### src/rtl/pov_pkg.sv
// Shared constants and types for the POV display datapath.
// Room is left here for LED_COUNT and TEX_WIDTH when the texture path lands.
package pov_pkg;

  localparam int THETA_BITS = 6;
  localparam int PERIOD_W   = 28;

  typedef enum logic [1:0] {
    IDLE,
    ACQUIRE,
    RUN
  } state_t;

endpackage

### src/rtl/rotation_scheduler_if.sv
// Strip-controller handshake: refresh request, busy flag and the column index.
interface rotation_scheduler_if #(
  parameter int THETA_BITS = pov_pkg::THETA_BITS
);

  logic                  frame_start;
  logic                  frame_busy;
  logic [THETA_BITS-1:0] theta;

  modport master (output frame_start, output theta, input frame_busy);
  modport slave  (input frame_start, input theta, output frame_busy);

endinterface

### src/rtl/index_detector.sv
// Synchronises the breakbeam pin and emits one idx pulse per beam-broken onset,
// suppressed while the period counter is still inside the bounce lockout.
module index_detector #(
  parameter int PERIOD_W        = pov_pkg::PERIOD_W,
  parameter int MIN_PERIOD      = 100_000,
  parameter bit BEAM_ACTIVE_LOW = 1'b1
) (
  input  logic                clk,
  input  logic                rst_n,
  input  logic                break_din,
  input  logic [PERIOD_W-1:0] per_cnt,
  output logic                idx
);

  // Pin level while the beam is intact; the synchroniser resets to it so
  // reset release never looks like a beam break.
  localparam logic IDLE_LEVEL = BEAM_ACTIVE_LOW;

  logic sync1, sync2, beam_d;
  logic beam;

  // NOTE: non-blocking assignments so each stage samples its neighbour's pre-edge value.
  always_ff @(posedge clk or negedge rst_n) begin
    if (!rst_n) begin
      sync1  <= IDLE_LEVEL;
      sync2  <= IDLE_LEVEL;
      beam_d <= 1'b0;
    end else begin
      sync1  <= break_din;
      sync2  <= sync1;
      beam_d <= beam;
    end
  end

  assign beam = sync2 ^ IDLE_LEVEL;
  assign idx  = beam && !beam_d && (per_cnt >= PERIOD_W'(MIN_PERIOD));

endmodule

### src/rtl/rotation_scheduler.sv
// Measures the rotor period from index edges, slices it into 2^THETA_BITS
// angular steps and requests one strip refresh per slice.
module rotation_scheduler #(
  parameter int THETA_BITS      = pov_pkg::THETA_BITS,
  parameter int PERIOD_W        = pov_pkg::PERIOD_W,
  parameter int MIN_PERIOD      = 100_000,
  parameter int MAX_PERIOD      = 200_000_000,
  parameter bit BEAM_ACTIVE_LOW = 1'b1
) (
  input  logic                        clk,
  input  logic                        rst_n,
  input  logic                        break_din,
  rotation_scheduler_if.master        strip,
  output logic                        locked,
  output logic                        overrun,
  output logic [PERIOD_W-1:0]         period_out
);

  import pov_pkg::*;

  localparam logic [PERIOD_W-1:0]   MAX_CNT   = PERIOD_W'(MAX_PERIOD);
  localparam logic [PERIOD_W-1:0]   IDLE_LEN  = PERIOD_W'(MAX_PERIOD >> THETA_BITS);
  localparam logic [THETA_BITS-1:0] THETA_MAX = '1;

  state_t                state, state_nxt;
  logic [PERIOD_W-1:0]   per_cnt, per_len, slice_len, slice_end;
  logic [PERIOD_W-1:0]   slice_cnt, slice_cnt_nxt;
  logic [THETA_BITS-1:0] theta, theta_nxt;
  logic                  idx, timeout, slice_wrap, req, locked_nxt, frame_start;

  param_legal: assert property (@(posedge clk) MIN_PERIOD >= (2 ** THETA_BITS));

  index_detector #(
    .PERIOD_W        (PERIOD_W),
    .MIN_PERIOD      (MIN_PERIOD),
    .BEAM_ACTIVE_LOW (BEAM_ACTIVE_LOW)
  ) u_index (
    .clk       (clk),
    .rst_n     (rst_n),
    .break_din (break_din),
    .per_cnt   (per_cnt),
    .idx       (idx)
  );

  assign per_len    = per_cnt + 1'b1;
  assign timeout    = (per_cnt == MAX_CNT - 1'b1);
  // Before lock the slice timer free-runs on the worst-case slice length.
  assign slice_end  = (state == RUN) ? slice_len : IDLE_LEN;
  assign slice_wrap = (slice_cnt == slice_end - 1'b1);

  always_ff @(posedge clk or negedge rst_n) begin
    if (!rst_n) begin
      per_cnt    <= '0;
      period_out <= '0;
      slice_len  <= '0;
    end else if (idx) begin
      per_cnt    <= '0;
      period_out <= per_len;
      slice_len  <= per_len >> THETA_BITS;
    end else if (per_cnt != MAX_CNT) begin
      per_cnt    <= per_len;
    end
  end

  // NOTE: every output gets a default first so no branch can infer a latch.
  always_comb begin
    state_nxt     = state;
    theta_nxt     = theta;
    locked_nxt    = locked;
    slice_cnt_nxt = slice_wrap ? '0 : slice_cnt + 1'b1;
    req           = 1'b0;
    unique case (state)
      IDLE: begin
        req = slice_wrap;
        if (idx) state_nxt = ACQUIRE;
      end
      ACQUIRE: begin
        if (idx) begin
          state_nxt     = RUN;
          locked_nxt    = 1'b1;
          theta_nxt     = '0;
          slice_cnt_nxt = '0;
          req           = 1'b1;
        end else if (timeout) begin
          state_nxt     = IDLE;
          slice_cnt_nxt = '0;
        end else begin
          req = slice_wrap;
        end
      end
      RUN: begin
        // Index beats a coincident slice wrap; theta sticks at the last slice.
        if (idx) begin
          theta_nxt     = '0;
          slice_cnt_nxt = '0;
          req           = 1'b1;
        end else if (timeout) begin
          state_nxt     = IDLE;
          locked_nxt    = 1'b0;
          theta_nxt     = '0;
          slice_cnt_nxt = '0;
        end else if (slice_wrap) begin
          req       = 1'b1;
          theta_nxt = (theta == THETA_MAX) ? theta : theta + 1'b1;
        end
      end
      default: state_nxt = IDLE;
    endcase
  end

  always_ff @(posedge clk or negedge rst_n) begin
    if (!rst_n) begin
      state       <= IDLE;
      theta       <= '0;
      slice_cnt   <= '0;
      locked      <= 1'b0;
      frame_start <= 1'b0;
      overrun     <= 1'b0;
    end else begin
      state       <= state_nxt;
      theta       <= theta_nxt;
      slice_cnt   <= slice_cnt_nxt;
      locked      <= locked_nxt;
      frame_start <= req && !strip.frame_busy;
      overrun     <= overrun || (req && strip.frame_busy);
    end
  end

  assign strip.frame_start = frame_start;
  assign strip.theta       = theta;

endmodule

### src/flat_wrapper.sv
// flat-port wrapper written by rule: the top's interface ports become plain ports
module rotation_scheduler_flat import pov_pkg::*;
#(
  parameter int THETA_BITS      = pov_pkg::THETA_BITS,
  parameter int PERIOD_W        = pov_pkg::PERIOD_W,
  parameter int MIN_PERIOD      = 100_000,
  parameter int MAX_PERIOD      = 200_000_000,
  parameter bit BEAM_ACTIVE_LOW = 1'b1
)
  (clk, rst_n, break_din, locked, overrun, period_out, strip_frame_start, strip_theta, strip_frame_busy);
  rotation_scheduler_if #(.THETA_BITS(THETA_BITS)) strip_i ();
  input  logic clk;
  input  logic rst_n;
  input  logic break_din;
  output logic locked;
  output logic overrun;
  output logic [PERIOD_W-1:0] period_out;
  output wire logic [$bits(strip_i.frame_start)-1:0] strip_frame_start;
  output wire logic [$bits(strip_i.theta)-1:0] strip_theta;
  input wire logic [$bits(strip_i.frame_busy)-1:0] strip_frame_busy;
  assign strip_frame_start = strip_i.frame_start;
  assign strip_theta = strip_i.theta;
  assign strip_i.frame_busy = strip_frame_busy;
  rotation_scheduler #(.THETA_BITS(THETA_BITS), .PERIOD_W(PERIOD_W), .MIN_PERIOD(MIN_PERIOD), .MAX_PERIOD(MAX_PERIOD), .BEAM_ACTIVE_LOW(BEAM_ACTIVE_LOW)) u_core (.clk(clk), .rst_n(rst_n), .break_din(break_din), .strip(strip_i), .locked(locked), .overrun(overrun), .period_out(period_out));
endmodule
### config.mk
export PLATFORM = sky130hd
export DESIGN_NAME = rotation_scheduler_flat
export DESIGN_NICKNAME = d
export VERILOG_FILES = /design/src/rtl/pov_pkg.sv /design/src/rtl/rotation_scheduler_if.sv /design/src/rtl/index_detector.sv /design/src/rtl/rotation_scheduler.sv /design/src/flat_wrapper.sv
export SDC_FILE = /design/constraint.sdc
export NUM_CORES = 1
export LEC_CHECK = 0
export CAP_MARGIN = 20
export CELL_PAD_IN_SITES_DETAIL_PLACEMENT = 0
export CELL_PAD_IN_SITES_GLOBAL_PLACEMENT = 1
export CORE_MARGIN = 2
export CORE_UTILIZATION = 41
export DETAILED_ROUTE_END_ITERATION = 10
export GPL_ROUTABILITY_DRIVEN = 1
export PLACE_DENSITY_LB_ADDON = 0.1
export SLEW_MARGIN = 10
export SYNTH_ARGS = -nofsm -noshare
export SYNTH_HDL_FRONTEND = slang
export SYNTH_HIERARCHICAL = 1
export SYNTH_SLANG_ARGS = --single-unit
### constraint.sdc
create_clock -name clk -period 3.3 [get_ports clk]
set_input_delay 0.495 -clock clk [delete_from_list [all_inputs] [get_ports clk]]
set_output_delay 0.495 -clock clk [all_outputs]
set_load 0.03 [all_outputs]
==> run_results.csv <==
group,metric,value,unit
detailed_routing,firstDrtPassIters,4,
detailed_routing,route.detailed.drc,0,
cts,cts.sinks,98,
detailed_routing,routed_wirelength,13.44,mm
finish,layout.cells.non_filler,826,
synth,async_flop_share,100.0,%
die,fp.dieW,120.7,um
sta,max_freq,317.1,MHz
min_path,min_path_type,"input pin to asynchronous set/reset pin",
die,core-area,0.01324,sq mm
detailed_routing,antenna_left,0,
global_route,grt_start_max_net_pins,58,
finish,antenna_cells,0,
sta,relSlewSlack,50.63,%
die,fp.dieH,120.7,um
synth,synth_enable_flop_cells,0,
job,cap_violations,0,
cts,clk_pin_slew,0.07,ns
synth,avgSynthCellArea,9.349,sq um
finish,final_common_cell,"nor2_1",
detailed_routing,drt_iter0_drc,246,
sta,finalSetupViolations,0,
sta,whs,0.1973,ns
status,status,"finished clean",
setup_path,end_kind,"flip-flop",
sta,fin_tns_setup,0,ns
global_route,grt_pass1_vias,4379,
synth,synth_area_leaders,"dfrtp_1, nor2_1, xor2_1, xnor2_1, nand2_1",
power,p_per_area,353.6,mW/mm^2
detailed_routing,vias,4457,
synth,synth_nets,610,
synth,syn-instance-count,597,
finish,num-fill-cells,1278,
sta,period_needed,3.154,ns
setup_path,rr_worst_depth,11,
die,ios,41,
cts,clock-root-buffer,"clkbuf_16",
finish,syn2layout_area_growth,19.61,%
synth,yosys.area.top_type,"dfrtp_1",
setup_path,r2r-end,"u_core/strip.theta[4]",
power,total_power,0.002361,W
cts,cts_buffers,9,
cts,clock_path_buffers,2,
placement,dp_hpwl,9.759,mm
sta,finalCritPeriodShare,95.57,%
die,initial_utilization,42.15,%
setup_path,critPathLaunchType,"flip-flop",
synth,syn_area,0.005582,sq mm
detailed_routing,wl_per_cell,16.27,um
synth,synth_top_area_share,43.04,%
finish,utilization,50.42,%
synth,ys_ff_latch,98,
setup_path,crit_fanout,13,
power,ir_drop,251.1,uV
die,num_rows,42,
finish,final_cell_mix,"nor2_1, dfrtp_1, nand2_1, xor2_1, clkdlybuf4s50_1",
global_route,grt_overflow,0,
sta,fin_skew,0.007368,ns
setup_path,arrival,3.44,ns
cts,cts_tree,"yes",
synth,ys_types,70,
setup_path,reg2reg_from,"u_core/state[1]",
setup_path,cp_data_required_time,3.59,ns
placement,finalWeightedCongestion,0.8127,
placement,portBuffers,40,
sta,drv_slew,0,
power,leakage,2.850,nW
finish,drive_gt1_share,11.69,%
global_route,grt_pass1_wl,22.07,mm
synth,yosysSeqAreaShare,43.98,%
sta,grt_setup_unrepaired,"false",
cts,cts_max_level,3,
placement,dp_cells,806,
global_route,grt_use_total,19.38,%
cts,clk_latency,0.35,ns
global_route,antenna_found_initial,0,
synth,yosysWarnings,6,
sta,hold_violations,0,
setup_path,r2r_slack,0.15,ns
die,die_area,0.01456,sq mm
detailed_routing,viasPerCell,5.396,
finish,nets,658,
sta,worst_pin_slew,0.7405,ns
cts,holdBufCountCts,0,
synth,ys.flop_type,"dfrtp_1",
setup_path,worstSetupPathType,"flip-flop to flip-flop",
routing by layer:
| layer | global-route usage [%] | wire length (um) |
|---|---|---|
| met4 | 8.140 | 323 |
| met3 | 2.925 | 492 |
| met2 | 30.76 | 6226 |
| met5 | 0 | 0 |
| met1 | 26.48 | 6397 |
layout make-up:
class,count,area (sq um),share of cell area [%]
repair buffers,63,583.1,8.733
inverters,9,33.78,0.5060
flip-flops and latches,98,2455,36.77
clock inverters,4,56.30,0.8433
well taps,176,220.2,3.298
clock buffers,12,266.5,3.992
multi-input cells,464,3062,45.86
kinds of logic (layout without fill, tap and decap cells):
group,count (synthesis),in the layout,synth area share (%)
xor gates and xnor gates,80,80,12.82
muxes,11,11,2.085
adders and majority gates,9,9,2.018
AOI/OAI and AO/OA,71,71,8.990
and+or+nand+nor,293,293,27.44
DFF,98,98,43.98
buffers and inverters,35,88,2.668
cell usage after synthesis (2+ instances only):
master	n
a21bo_2	2
a32oi_1	2
dfstp_2	2
xnor2_1	36
clkbuf_1	16
o2111ai_1	2
a21oi_1	31
nor3b_1	3
nor2_1	111
a211o_1	3
nor4bb_1	2
inv_1	9
o21ai_0	5
buf_2	5
nand2b_1	7
o211ai_1	4
ha_1	9
nand3b_1	5
mux2i_1	6
dfrtp_1	96
mux2_2	5
buf_1	3
and4_1	4
o22ai_1	2
and2_1	4
nor4_2	2
or3_1	2
nand4_1	21
a31o_2	2
nand2_1	53
or4b_1	3
nor2b_1	9
and3_1	11
nor3_1	12
nor4b_1	3
nand3_1	21
nor4_1	6
nand4b_1	4
xor2_1	43
worst max-delay path by stage:
| stage | from | end | slack [ns] | depth (start not counted) |
|---|---|---|---|---|
| 6_report | u_core/state[1] | u_core/strip.theta[4] | 0.15 | 11 |
| 4_1_cts | u_core/state[0] | u_core/strip.frame_start | 0.05 | 10 |
| 5_1_grt | u_core/state[1] | u_core/strip.theta[4] | 0.009 | 11 |
| 2_1_floorplan | u_core/state[0] | u_core/strip.theta[2] | 0.02 | 15 |
| 3_5_place_dp | u_core/state[0] | u_core/strip.frame_start | 0.06 | 10 |
| 3_3_place_gp | u_core/state[0] | u_core/strip.theta[4] | 0.15 | 10 |
report_power, final:
| part | total [W] | leakage [nW] | switching [W] | internal [W] |
|---|---|---|---|---|
| combinational | 0.0000290 | 1.36 | 0.0000244 | 0.00000458 |
| sequential | 0.00120 | 1.33 | 0.000000980 | 0.00120 |
| clock | 0.00113 | 0.159 | 0.000472 | 0.000655 |
stage by stage:
step	setup WS (ns)	cell area, sq um
floorplan	0.01593	5642
global placement	0.1465	6285
detailed placement	0.06094	6285
CTS	0.04714	6608
global route	0.008865	6676
finish	0.1463	6676
worst max-delay path, cell delays in order (launching register included):
cell and delay [ns]:
dfrtp_1 0.42, ha_4 0.24, buf_4 0.15, nand2_1 0.05, ha_2 0.22, nor3b_2 0.18, mux2_2 0.36, a211o_1 0.36
a2111oi_4 0.25, nand4b_4 0.24, or4b_1 0.54, nand2_1 0.08
state kept, by name (all words and copies together), names as in the netlist:
register,cells
u_core/locked,1
u_core/overrun,1
u_core/per_cnt,28
u_core/period_out,28
u_core/slice_cnt,28
u_core/state,2
u_core/strip.frame_start,1
u_core/strip.theta,6
u_core/u_index/beam_d,1
u_core/u_index/sync1,1
u_core/u_index/sync2,1
repair_timing:
action	CTS	global route
buffers inserted	0	4
resized for setup	0	7
setup endpoints to repair	0	34
Note: power is estimated with default switching activity, not from simulation.
